[src/rtl/led_show_sequencer_pkg.sv]
// Shared encodings for the LED show sequencer: display modes, bounce direction
// and the pattern each mode starts from.
package led_show_pkg;

    typedef enum logic [1:0] {
        MODE_ROT_L  = 2'd0,
        MODE_ROT_R  = 2'd1,
        MODE_BOUNCE = 2'd2,
        MODE_BLINK  = 2'd3
    } mode_e;

    typedef enum logic {
        DIR_LEFT  = 1'b0,
        DIR_RIGHT = 1'b1
    } dir_e;

    localparam logic [7:0] ENTRY_ROT_L  = 8'h01;
    localparam logic [7:0] ENTRY_ROT_R  = 8'h80;
    localparam logic [7:0] ENTRY_BOUNCE = 8'h01;
    localparam logic [7:0] ENTRY_BLINK  = 8'hAA;

    function automatic logic [7:0] entry_pattern(input mode_e m);
        logic [7:0] pat;
        case (m)
            MODE_ROT_L:  pat = ENTRY_ROT_L;
            MODE_ROT_R:  pat = ENTRY_ROT_R;
            MODE_BOUNCE: pat = ENTRY_BOUNCE;
            default:     pat = ENTRY_BLINK;
        endcase
        return pat;
    endfunction

endpackage

[src/rtl/led_show_sequencer_if.sv]
// Switch-side controls and LED-side status of the show sequencer.
interface led_show_sequencer_if;
    logic       run;
    logic       mode_lock;
    logic [7:0] led;
    logic [1:0] mode;
    logic       tick;
    logic       mode_done;

    modport master (output run, mode_lock, input led, mode, tick, mode_done);
    modport slave  (input run, mode_lock, output led, mode, tick, mode_done);
endinterface

[src/rtl/led_show_sequencer_tick_gen.sv]
// Step-tick enable divider: one-cycle tick every TICK_DIV running cycles,
// count frozen while run is low.
module tick_gen #(
    parameter int TICK_DIV = 25000000
) (
    input  logic CLK,
    input  logic rst,
    input  logic run,
    output logic tick
);
    localparam int DW = $clog2(TICK_DIV);
    localparam logic [DW-1:0] DIV_LAST = DW'(TICK_DIV - 1);

    logic [DW-1:0] div_cnt_reg;
    logic          tick_reg;

    always_ff @(posedge CLK) begin
        if (rst) begin
            div_cnt_reg <= '0;
            tick_reg    <= 1'b0;
        end else if (run) begin
            tick_reg    <= (div_cnt_reg == DIV_LAST);
            div_cnt_reg <= (div_cnt_reg == DIV_LAST) ? '0 : div_cnt_reg + DW'(1);
        end else begin
            tick_reg    <= 1'b0;
        end
    end

    assign tick = tick_reg;
endmodule

[src/rtl/led_show_sequencer.sv]
// Four-mode LED show: rotate-left, rotate-right, bounce, blink, each held for
// STEPS_PER_MODE ticks unless mode_lock pins the current mode.
module led_show_sequencer
    import led_show_pkg::*;
#(
    parameter int TICK_DIV       = 25000000,
    parameter int STEPS_PER_MODE = 16
) (
    input  logic                 CLK,
    input  logic                 rst,
    led_show_sequencer_if.slave  bus
);
    localparam int SW = (STEPS_PER_MODE > 1) ? $clog2(STEPS_PER_MODE) : 1;
    localparam logic [SW-1:0] STEP_LAST = SW'(STEPS_PER_MODE - 1);

    logic          tick;
    logic          step_en;
    logic          last_step;
    logic [7:0]    led_reg, led_next;
    mode_e         mode_reg, mode_next;
    dir_e          dir_reg, dir_next;
    logic [SW-1:0] step_cnt_reg, step_cnt_next;
    logic [7:0]    rot_l, rot_r;

    tick_gen #(.TICK_DIV(TICK_DIV)) u_tick_gen (
        .CLK  (CLK),
        .rst  (rst),
        .run  (bus.run),
        .tick (tick)
    );

    genvar gi;
    generate
        for (gi = 0; gi < 8; gi++) begin : g_rot
            assign rot_l[gi] = led_reg[(gi + 7) % 8];
            assign rot_r[gi] = led_reg[(gi + 1) % 8];
        end
    endgenerate

    // A tick only counts if run is still high on the edge that consumes it.
    assign step_en   = tick && bus.run;
    assign last_step = (step_cnt_reg == STEP_LAST);

    always_ff @(posedge CLK) begin
        if (rst) begin
            led_reg      <= ENTRY_ROT_L;
            mode_reg     <= MODE_ROT_L;
            dir_reg      <= DIR_LEFT;
            step_cnt_reg <= '0;
        end else begin
            led_reg      <= led_next;
            mode_reg     <= mode_next;
            dir_reg      <= dir_next;
            step_cnt_reg <= step_cnt_next;
        end
    end

    always_comb begin
        led_next      = led_reg;
        mode_next     = mode_reg;
        dir_next      = dir_reg;
        step_cnt_next = step_cnt_reg;
        if (step_en) begin
            step_cnt_next = last_step ? '0 : step_cnt_reg + SW'(1);
            if (last_step && !bus.mode_lock) begin
                mode_next = mode_e'(mode_reg + 2'd1);
                led_next  = entry_pattern(mode_next);
                dir_next  = DIR_LEFT;
            end else begin
                case (mode_reg)
                    MODE_ROT_L: led_next = rot_l;
                    MODE_ROT_R: led_next = rot_r;
                    MODE_BOUNCE: begin
                        // Reflect at the ends so the end bit is shown exactly once.
                        if (dir_reg == DIR_LEFT) begin
                            if (led_reg == 8'h80) begin
                                dir_next = DIR_RIGHT;
                                led_next = 8'h40;
                            end else begin
                                led_next = led_reg << 1;
                            end
                        end else begin
                            if (led_reg == 8'h01) begin
                                dir_next = DIR_LEFT;
                                led_next = 8'h02;
                            end else begin
                                led_next = led_reg >> 1;
                            end
                        end
                    end
                    default: led_next = ~led_reg;
                endcase
            end
        end
    end

    always_comb begin
        bus.led       = led_reg;
        bus.mode      = mode_reg;
        bus.tick      = tick;
        bus.mode_done = tick && last_step;
    end
endmodule

[src/flat_wrapper.sv]
// flat-port wrapper written by rule: the top's interface ports become plain ports
module led_show_sequencer_flat import led_show_pkg::*;
#(
    parameter int TICK_DIV       = 25000000,
    parameter int STEPS_PER_MODE = 16
)
  (CLK, rst, bus_run, bus_mode_lock, bus_led, bus_mode, bus_tick, bus_mode_done);
  led_show_sequencer_if bus_i ();
  input  logic CLK;
  input  logic rst;
  input wire logic [$bits(bus_i.run)-1:0] bus_run;
  input wire logic [$bits(bus_i.mode_lock)-1:0] bus_mode_lock;
  output wire logic [$bits(bus_i.led)-1:0] bus_led;
  output wire logic [$bits(bus_i.mode)-1:0] bus_mode;
  output wire logic [$bits(bus_i.tick)-1:0] bus_tick;
  output wire logic [$bits(bus_i.mode_done)-1:0] bus_mode_done;
  assign bus_i.run = bus_run;
  assign bus_i.mode_lock = bus_mode_lock;
  assign bus_led = bus_i.led;
  assign bus_mode = bus_i.mode;
  assign bus_tick = bus_i.tick;
  assign bus_mode_done = bus_i.mode_done;
  led_show_sequencer #(.TICK_DIV(TICK_DIV), .STEPS_PER_MODE(STEPS_PER_MODE)) u_core (.CLK(CLK), .rst(rst), .bus(bus_i));
endmodule
[config.mk]
export PLATFORM = sky130hd
export DESIGN_NAME = led_show_sequencer_flat
export DESIGN_NICKNAME = d
export VERILOG_FILES = /design/src/rtl/led_show_sequencer_pkg.sv /design/src/rtl/led_show_sequencer_if.sv /design/src/rtl/led_show_sequencer_tick_gen.sv /design/src/rtl/led_show_sequencer.sv /design/src/flat_wrapper.sv
export SDC_FILE = /design/constraint.sdc
export NUM_CORES = 1
export LEC_CHECK = 0
export CAP_MARGIN = 15
export CORE_MARGIN = 4
export CORE_UTILIZATION = 40
export CTS_BUF_LIST = sky130_fd_sc_hd__clkbuf_8
export DETAILED_ROUTE_END_ITERATION = 10
export PLACE_DENSITY = 0.62
export SKIP_LAST_GASP = 1
export SLEW_MARGIN = 10
export SYNTH_ARGS = -nofsm -noshare
export SYNTH_HDL_FRONTEND = slang
export SYNTH_HIERARCHICAL = 1
export SYNTH_SLANG_ARGS = --single-unit
[constraint.sdc]
create_clock -name CLK -period 5 [get_ports CLK]
set_clock_uncertainty 0.15 [all_clocks]
set_input_delay 0.75 -clock CLK [delete_from_list [all_inputs] [get_ports CLK]]
set_output_delay 0.75 -clock CLK [all_outputs]
set_load 0.02 [all_outputs]
==> metrics, run 1 <==
status=finished clean; Detailed Routing Iterations Pass 1=4; first-pass GRT wire length=8.60 mm; pre-CTS setup slack=1.85 ns; Post-DRT Antenna Nets=0; Metal-1 WL=2.45 mm; Layout Cells excl Fill=359; Yosys warning count=6; fin. max-slew vios=0; top layer in use=met4; synth unique cells=55; Worst-Skew Late Latency=0.29 ns; Crit path largest cell delay=0.72 ns; fraction of registers with async set/reset=0%; Final Cycle Share=57.3%; CTS sink count=41; GRT Util Overall=14.8%; DR WL met2=2.32 mm; grt total ovfl=0; Die ar.=7040 um^2; Critical-path top delay cell=or4_1; CP Launch Type=primary input; hold buffer count at CTS=0; path type of the worst setup path=in -> reg; drt drc=0; Total Nets Final=298; cell area power density=221 nW/um^2; area occupied by multi-input gates=1370 um^2; crit path cell chain=clkdlybuf4s50_1, nand4_1, or4_1, or3_1, a21oi_1; drt via density=5.84; fin crit period=2.86 ns; CP Data Arrival Time=2.93 ns; Syn Area/Cell=8.23 um^2; Reg-to-Reg Start=u_core/u_tick_gen/div_cnt_reg[16]$_SDFFE_PP0P_; WL final=5.14 mm; Worst-path clk slew=0.07 ns; most common cell after layout, fill and taps aside=dfxtp_1; Post-DP HPWL=3.48 mm; port bufs=15; Post-synth EDFFs=0; Final WS setup=2.14 ns; Detailed Route Iter0 Violations=226; Sum Neg Setup Slack=0 ns; CTS max path bufs=2; share of layout cells above drive strength 1=5.92%; io pins=16; worst hold stages=2; Peak Freq=349 MHz; postcts setup bufs=0; TritonCTS clock tree=yes; Hold WC Path Type=reg -> reg; met3 wire len=275 um; max reg flops=25; sequential element share of the synthesized area=35.6%; initial antenna violation count=0; register area=821 um^2; Critical Path RT=5.07 ns; ys flop type=dfxtp_1; #FFs+latches synth=41; htree depth=2; Post-Place Cell Area=2460 um^2; commonest non-fill, non-tap cells in the layout=dfxtp_1, nand2_1, a21oi_1, nor2_1, o21ai_0; die height=83.9 um; Mapped Cells=280; Syn Nets=292; HP Start=u_core/u_tick_gen/div_cnt_reg[21]$_SDFFE_PP0P_; vias=2,098; # diodes=0; Yosys top cell by area=dfxtp_1; Synth top area share=35.6%; final hold vios=0; Worst Setup SP=bus_run; CORE AREA=5540 um^2; root buf cell=clkbuf_8; Design Area, Final=2540 um^2; initial core utilization=41.6%; worst vdd ir=130 uV; Num CTS Buffers=5; vias in the first global route=1,874; Die X=83.9 um; critical path fanouts, max=9; PostCTS Resize Cnt=0; RSZ-0062 raised after global routing=no; R2R depth=4; largest net degree at the start of global routing=28; Layout area overhead=10.4%; Max Cap Viol=0; LEAKAGE=0.828 nW; synthesized area=2300 um^2; gpl congestion=0.842; cell total after placement=351; Avg WL per Cell=14.3 um; Slew @ Worst Pin=0.969 ns; Worst Setup End Kind=flip-flop; Rows=27; final setup vio count=0; fillcell total=542; Slew HR=35.2%; top cells by area, synth=dfxtp_1, a21oi_1, nand2_1
layer usage:
metal	track usage, %	vias to the layer above
met4	5.70	0
met5	0	-
met3	4.05	7
li1	-	1051
met1	18.8	987
met2	23.7	53
stage by stage:
stage                     power, mW  hold slack, ns  util [%]
final                         0.561           0.344      45.9
after global routing          0.591           0.372      45.9
after CTS                     0.571           0.341      45.9
after detailed placement      0.360           0.331      44.4
after global placement        0.360           0.319      44.4
after floorplan               0.355           0.303         -
worst max-delay path, delay by kind of cell:
kind | cells | cell delay [ns]
AOI/OAI and AO/OA | 1 | 0.14
and+or+nand+nor | 3 | 1.37
buffers and inverters | 1 | 0.66
final timing paths:
| kind | endpoint | slack (ns) |
|---|---|---|
| worst max-delay path | u_core/u_tick_gen/div_cnt_reg[21]$_SDFFE_PP0P_ | 2.14 |
| worst min-delay path | u_core/u_tick_gen/div_cnt_reg[21]$_SDFFE_PP0P_ | 0.34 |
| worst max register to register | u_core/u_tick_gen/div_cnt_reg[7]$_SDFFE_PP0P_ | 2.76 |
| worst min register to register | u_core/u_tick_gen/div_cnt_reg[21]$_SDFFE_PP0P_ | 0.34 |
synthesized netlist by cell type, drive strengths merged (2+ instances only):
library cell / n
dfxtp: 41
nand2: 28
a21oi: 26
nor2: 21
o21ai: 19
or3: 13
buf: 12
nand3: 12
nand4: 12
ha: 8
inv: 8
xor2: 7
a31oi: 6
nor3: 5
xnor2: 5
and4: 4
clkbuf: 4
nor4: 4
a21o: 3
a221o: 3
a311oi: 3
and3: 3
nand2b: 3
nor4b: 3
o211ai: 3
a2111oi: 2
a211o: 2
and2: 2
o31ai: 2
or4: 2
report_power, final:
group          total [mW]  internal (mW)  leakage [nW]  switching (mW)
sequential          0.335          0.329         0.331         0.00564
clock               0.208         0.0948        0.0491           0.114
combinational      0.0174        0.00710         0.448          0.0103
total               0.561          0.431         0.828           0.130
area by class of cell:
cell class                 instances  area share, %
multi-input combinational        215           53.8
sequential                        41           32.3
timing repair buffer              15           5.91
tap                               72           3.54
clock buffer                       5           2.71
inverter                           8           1.18
clock inverter                     3          0.541
kinds of logic (layout without fill, tap and decap cells):
| family | count (synthesis) | count (layout) | synth area share [%] |
|---|---|---|---|
| simple gates | 116 | 116 | 28.1 |
| compound gates | 78 | 78 | 21.9 |
| flops | 41 | 41 | 35.6 |
| buf+inv | 24 | 31 | 4.94 |
| xor+xnor | 12 | 12 | 4.56 |
| fa+ha+maj | 8 | 8 | 4.35 |
| mux | 1 | 1 | 0.435 |
Note: power is estimated with default switching activity, not from simulation.
==> run 2, diff against run 1 <==
--- a/config.mk
+++ b/config.mk
@@ -10,7 +10,7 @@
 export CORE_UTILIZATION = 40
 export CTS_BUF_LIST = sky130_fd_sc_hd__clkbuf_8
 export DETAILED_ROUTE_END_ITERATION = 10
-export PLACE_DENSITY = 0.62
+export PLACE_DENSITY = 0.64
 export SKIP_LAST_GASP = 1
 export SLEW_MARGIN = 10
 export SYNTH_ARGS = -nofsm -noshare
==> constraint.sdc (replaced) <==
create_clock -name CLK -period 2.5 [get_ports CLK]
set_clock_uncertainty 0.15 [all_clocks]
set_input_delay 0.375 -clock CLK [delete_from_list [all_inputs] [get_ports CLK]]
set_output_delay 0.375 -clock CLK [all_outputs]
set_load 0.02 [all_outputs]
==> run 2 against run 1 <==
Global-route usage grew 0.95 points. Final cell count rose by 2.2%. Register-to-register slack got worse by 2.4 ns. Setup slack worse by 1.9 ns. Power up 100%. Via count unchanged.
==> metrics, run 2 (synthesis gave the netlist of run 1 again) <==
gpl congestion=0.861 (+2.3%); R2R depth=5 (+1); Crit path largest cell delay=0.60 ns (-0.12 ns); Critical Path RT=1.98 ns (-3.09 ns); path type of the worst setup path=reg -> out; drt drc=0 (unchanged); hold buffer count at CTS=0 (unchanged); WL final=5.23 mm (+1.7%); Reg-to-Reg Start=u_core/u_tick_gen/div_cnt_reg[0]$_SDFFE_PP0P_; htree depth=2 (unchanged); CTS sink count=41 (unchanged); Worst-path clk slew=0.08 ns (about the same); TritonCTS clock tree=yes; worst vdd ir=362 uV (+180%); port bufs=15 (unchanged); CP Data Arrival Time=1.78 ns (-1.15 ns); Num CTS Buffers=5 (unchanged); grt total ovfl=0 (unchanged); critical path fanouts, max=5 (-4); Slew HR=58.1% (+23 points); fin. max-slew vios=0 (unchanged); Slew @ Worst Pin=0.628 ns (-0.341 ns); Final Cycle Share=92.1%; most common cell after layout, fill and taps aside=dfxtp_1; die height=83.9 um (unchanged); CP Launch Type=flip-flop; status=finished clean; # diodes=0 (unchanged); Sum Neg Setup Slack=0 ns (unchanged); vias in the first global route=2,034 (+8.5%); Die X=83.9 um (unchanged); RSZ-0062 raised after global routing=no; Worst-Skew Late Latency=0.30 ns (about the same); postcts setup bufs=0 (unchanged); initial core utilization=41.6% (unchanged); Peak Freq=434 MHz; LEAKAGE=0.871 nW (+5.2%); Rows=27 (unchanged); fin crit period=2.30 ns; Detailed Route Iter0 Violations=114 (-50%); Fin Hold WS=0.330 ns (-0.0133 ns); final hold vios=0 (unchanged); vias=2,098 (unchanged); drt via density=5.72 (-2.2%); Worst Hold Endpoint=u_core/u_tick_gen/div_cnt_reg[24]$_SDFFE_PP0P_; crit path cell chain=ha_1, and4_1, clkdlybuf4s50_1; first-pass GRT wire length=9.31 mm (+8.2%); Hold WC Path Type=reg -> reg; R2R setup slack=0.37 ns (-2.39 ns); Die ar.=7040 um^2 (unchanged); FF-to-FF End=u_core/u_tick_gen/div_cnt_reg[20]$_SDFFE_PP0P_; CORE AREA=5540 um^2 (unchanged); initial antenna violation count=0 (unchanged); CTS max path bufs=2 (unchanged); Post-DRT Antenna Nets=0 (unchanged); PostCTS Resize Cnt=0 (unchanged); largest net degree at the start of global routing=19 (-32%); Worst Setup End Kind=output port; Layout area overhead=13.5%; io pins=16 (unchanged); Post-DP HPWL=3.64 mm (+4.6%); Total Nets Final=306 (+2.7%); root buf cell=clkbuf_8; HP Start=u_core/u_tick_gen/div_cnt_reg[24]$_SDFFE_PP0P_; final setup vio count=0 (unchanged); commonest non-fill, non-tap cells in the layout=dfxtp_1, nand2_1, a21oi_1, nor2_1, o21ai_0; cell area power density=435 nW/um^2 (+97%); worst hold stages=2 (unchanged); Max Cap Viol=0 (unchanged); Critical-path top delay cell=clkdlybuf4s50_1; share of layout cells above drive strength 1=8.47% (+2.6 points); Detailed Routing Iterations Pass 1=4 (unchanged); GRT Util Overall=15.7% (+0.95 points); Avg WL per Cell=14.2 um (-0.56%); max reg flops=25 (unchanged)
==> run 2: cell types whose count changed in the layout (fill, tap and decap cells not counted) <==
cell    previous run  this run
buf_12             0         1
buf_4              0         7
==> run 2: critical path, delay by kind of cell (launching register included) <==
family | cells | cell delay [ns]
adder cells (fa/ha/maj) | 1 | 0.27
flip-flops | 1 | 0.40
buffers and inverters | 1 | 0.60
AND/OR/NAND/NOR | 1 | 0.21
==> run 2: area by class of cell <==
| class | instances | area, um^2 |
|---|---|---|
| fill | 568 | 2930 |
| multi-input combinational | 215 | 1370 |
| clock buffer | 5 | 68.8 |
| timing repair buffer | 23 | 223 |
| sequential | 41 | 821 |
| clock inverter | 3 | 13.8 |
| tap | 72 | 90.1 |
| inverter | 8 | 30.0 |
==> run 2: through the flow <==
step	worst slack [ns]	instance area [um^2]	power (mW)	std cells	util (%)
4_1_cts	0.192	2620	1.16	367	47.2
6_report	0.197	2620	1.14	367	47.2
5_1_grt	0.136	2620	1.19	367	47.2
2_1_floorplan	0.515	2300	0.709	280	-
3_5_place_dp	0.0655	2530	0.728	359	45.7
3_3_place_gp	0.0617	2530	0.728	359	45.7
==> run 2: worst max-delay path by stage <==
| stage | endpoint | depth (start not counted) | start |
|---|---|---|---|
| 4_1_cts | bus_mode_done | 3 | u_core/step_cnt_reg[0]$_SDFFE_PP0P_ |
| 3_3_place_gp | u_core/u_tick_gen/div_cnt_reg[24]$_SDFFE_PP0P_ | 5 | bus_run |
| 2_1_floorplan | u_core/bus.led[1]$_SDFFE_PP0P_ | 7 | u_core/bus.mode[0]$_SDFFE_PP0P_ |
| 3_5_place_dp | u_core/u_tick_gen/div_cnt_reg[20]$_SDFFE_PP0P_ | 5 | bus_run |
| 6_report | bus_mode_done | 3 | u_core/step_cnt_reg[0]$_SDFFE_PP0P_ |
| 5_1_grt | bus_mode_done | 3 | u_core/step_cnt_reg[0]$_SDFFE_PP0P_ |
==> run 2: where the power goes <==
| part | switching, mW | internal, mW |
|---|---|---|
| clock network | 0.236 | 0.190 |
| registers | 0.0110 | 0.659 |
| logic | 0.0222 | 0.0201 |
| total | 0.269 | 0.869 |
==> run 2: per-layer routing <==
metal  vias to the layer above  track usage [%]  part of all wire (%)
li1                       1070                -                     -
met4                         0             5.41                  0.98
met5                         -                0                     0
met2                        51             25.6                    46
met1                       973             20.1                    48
met3                         4             4.05                   5.1
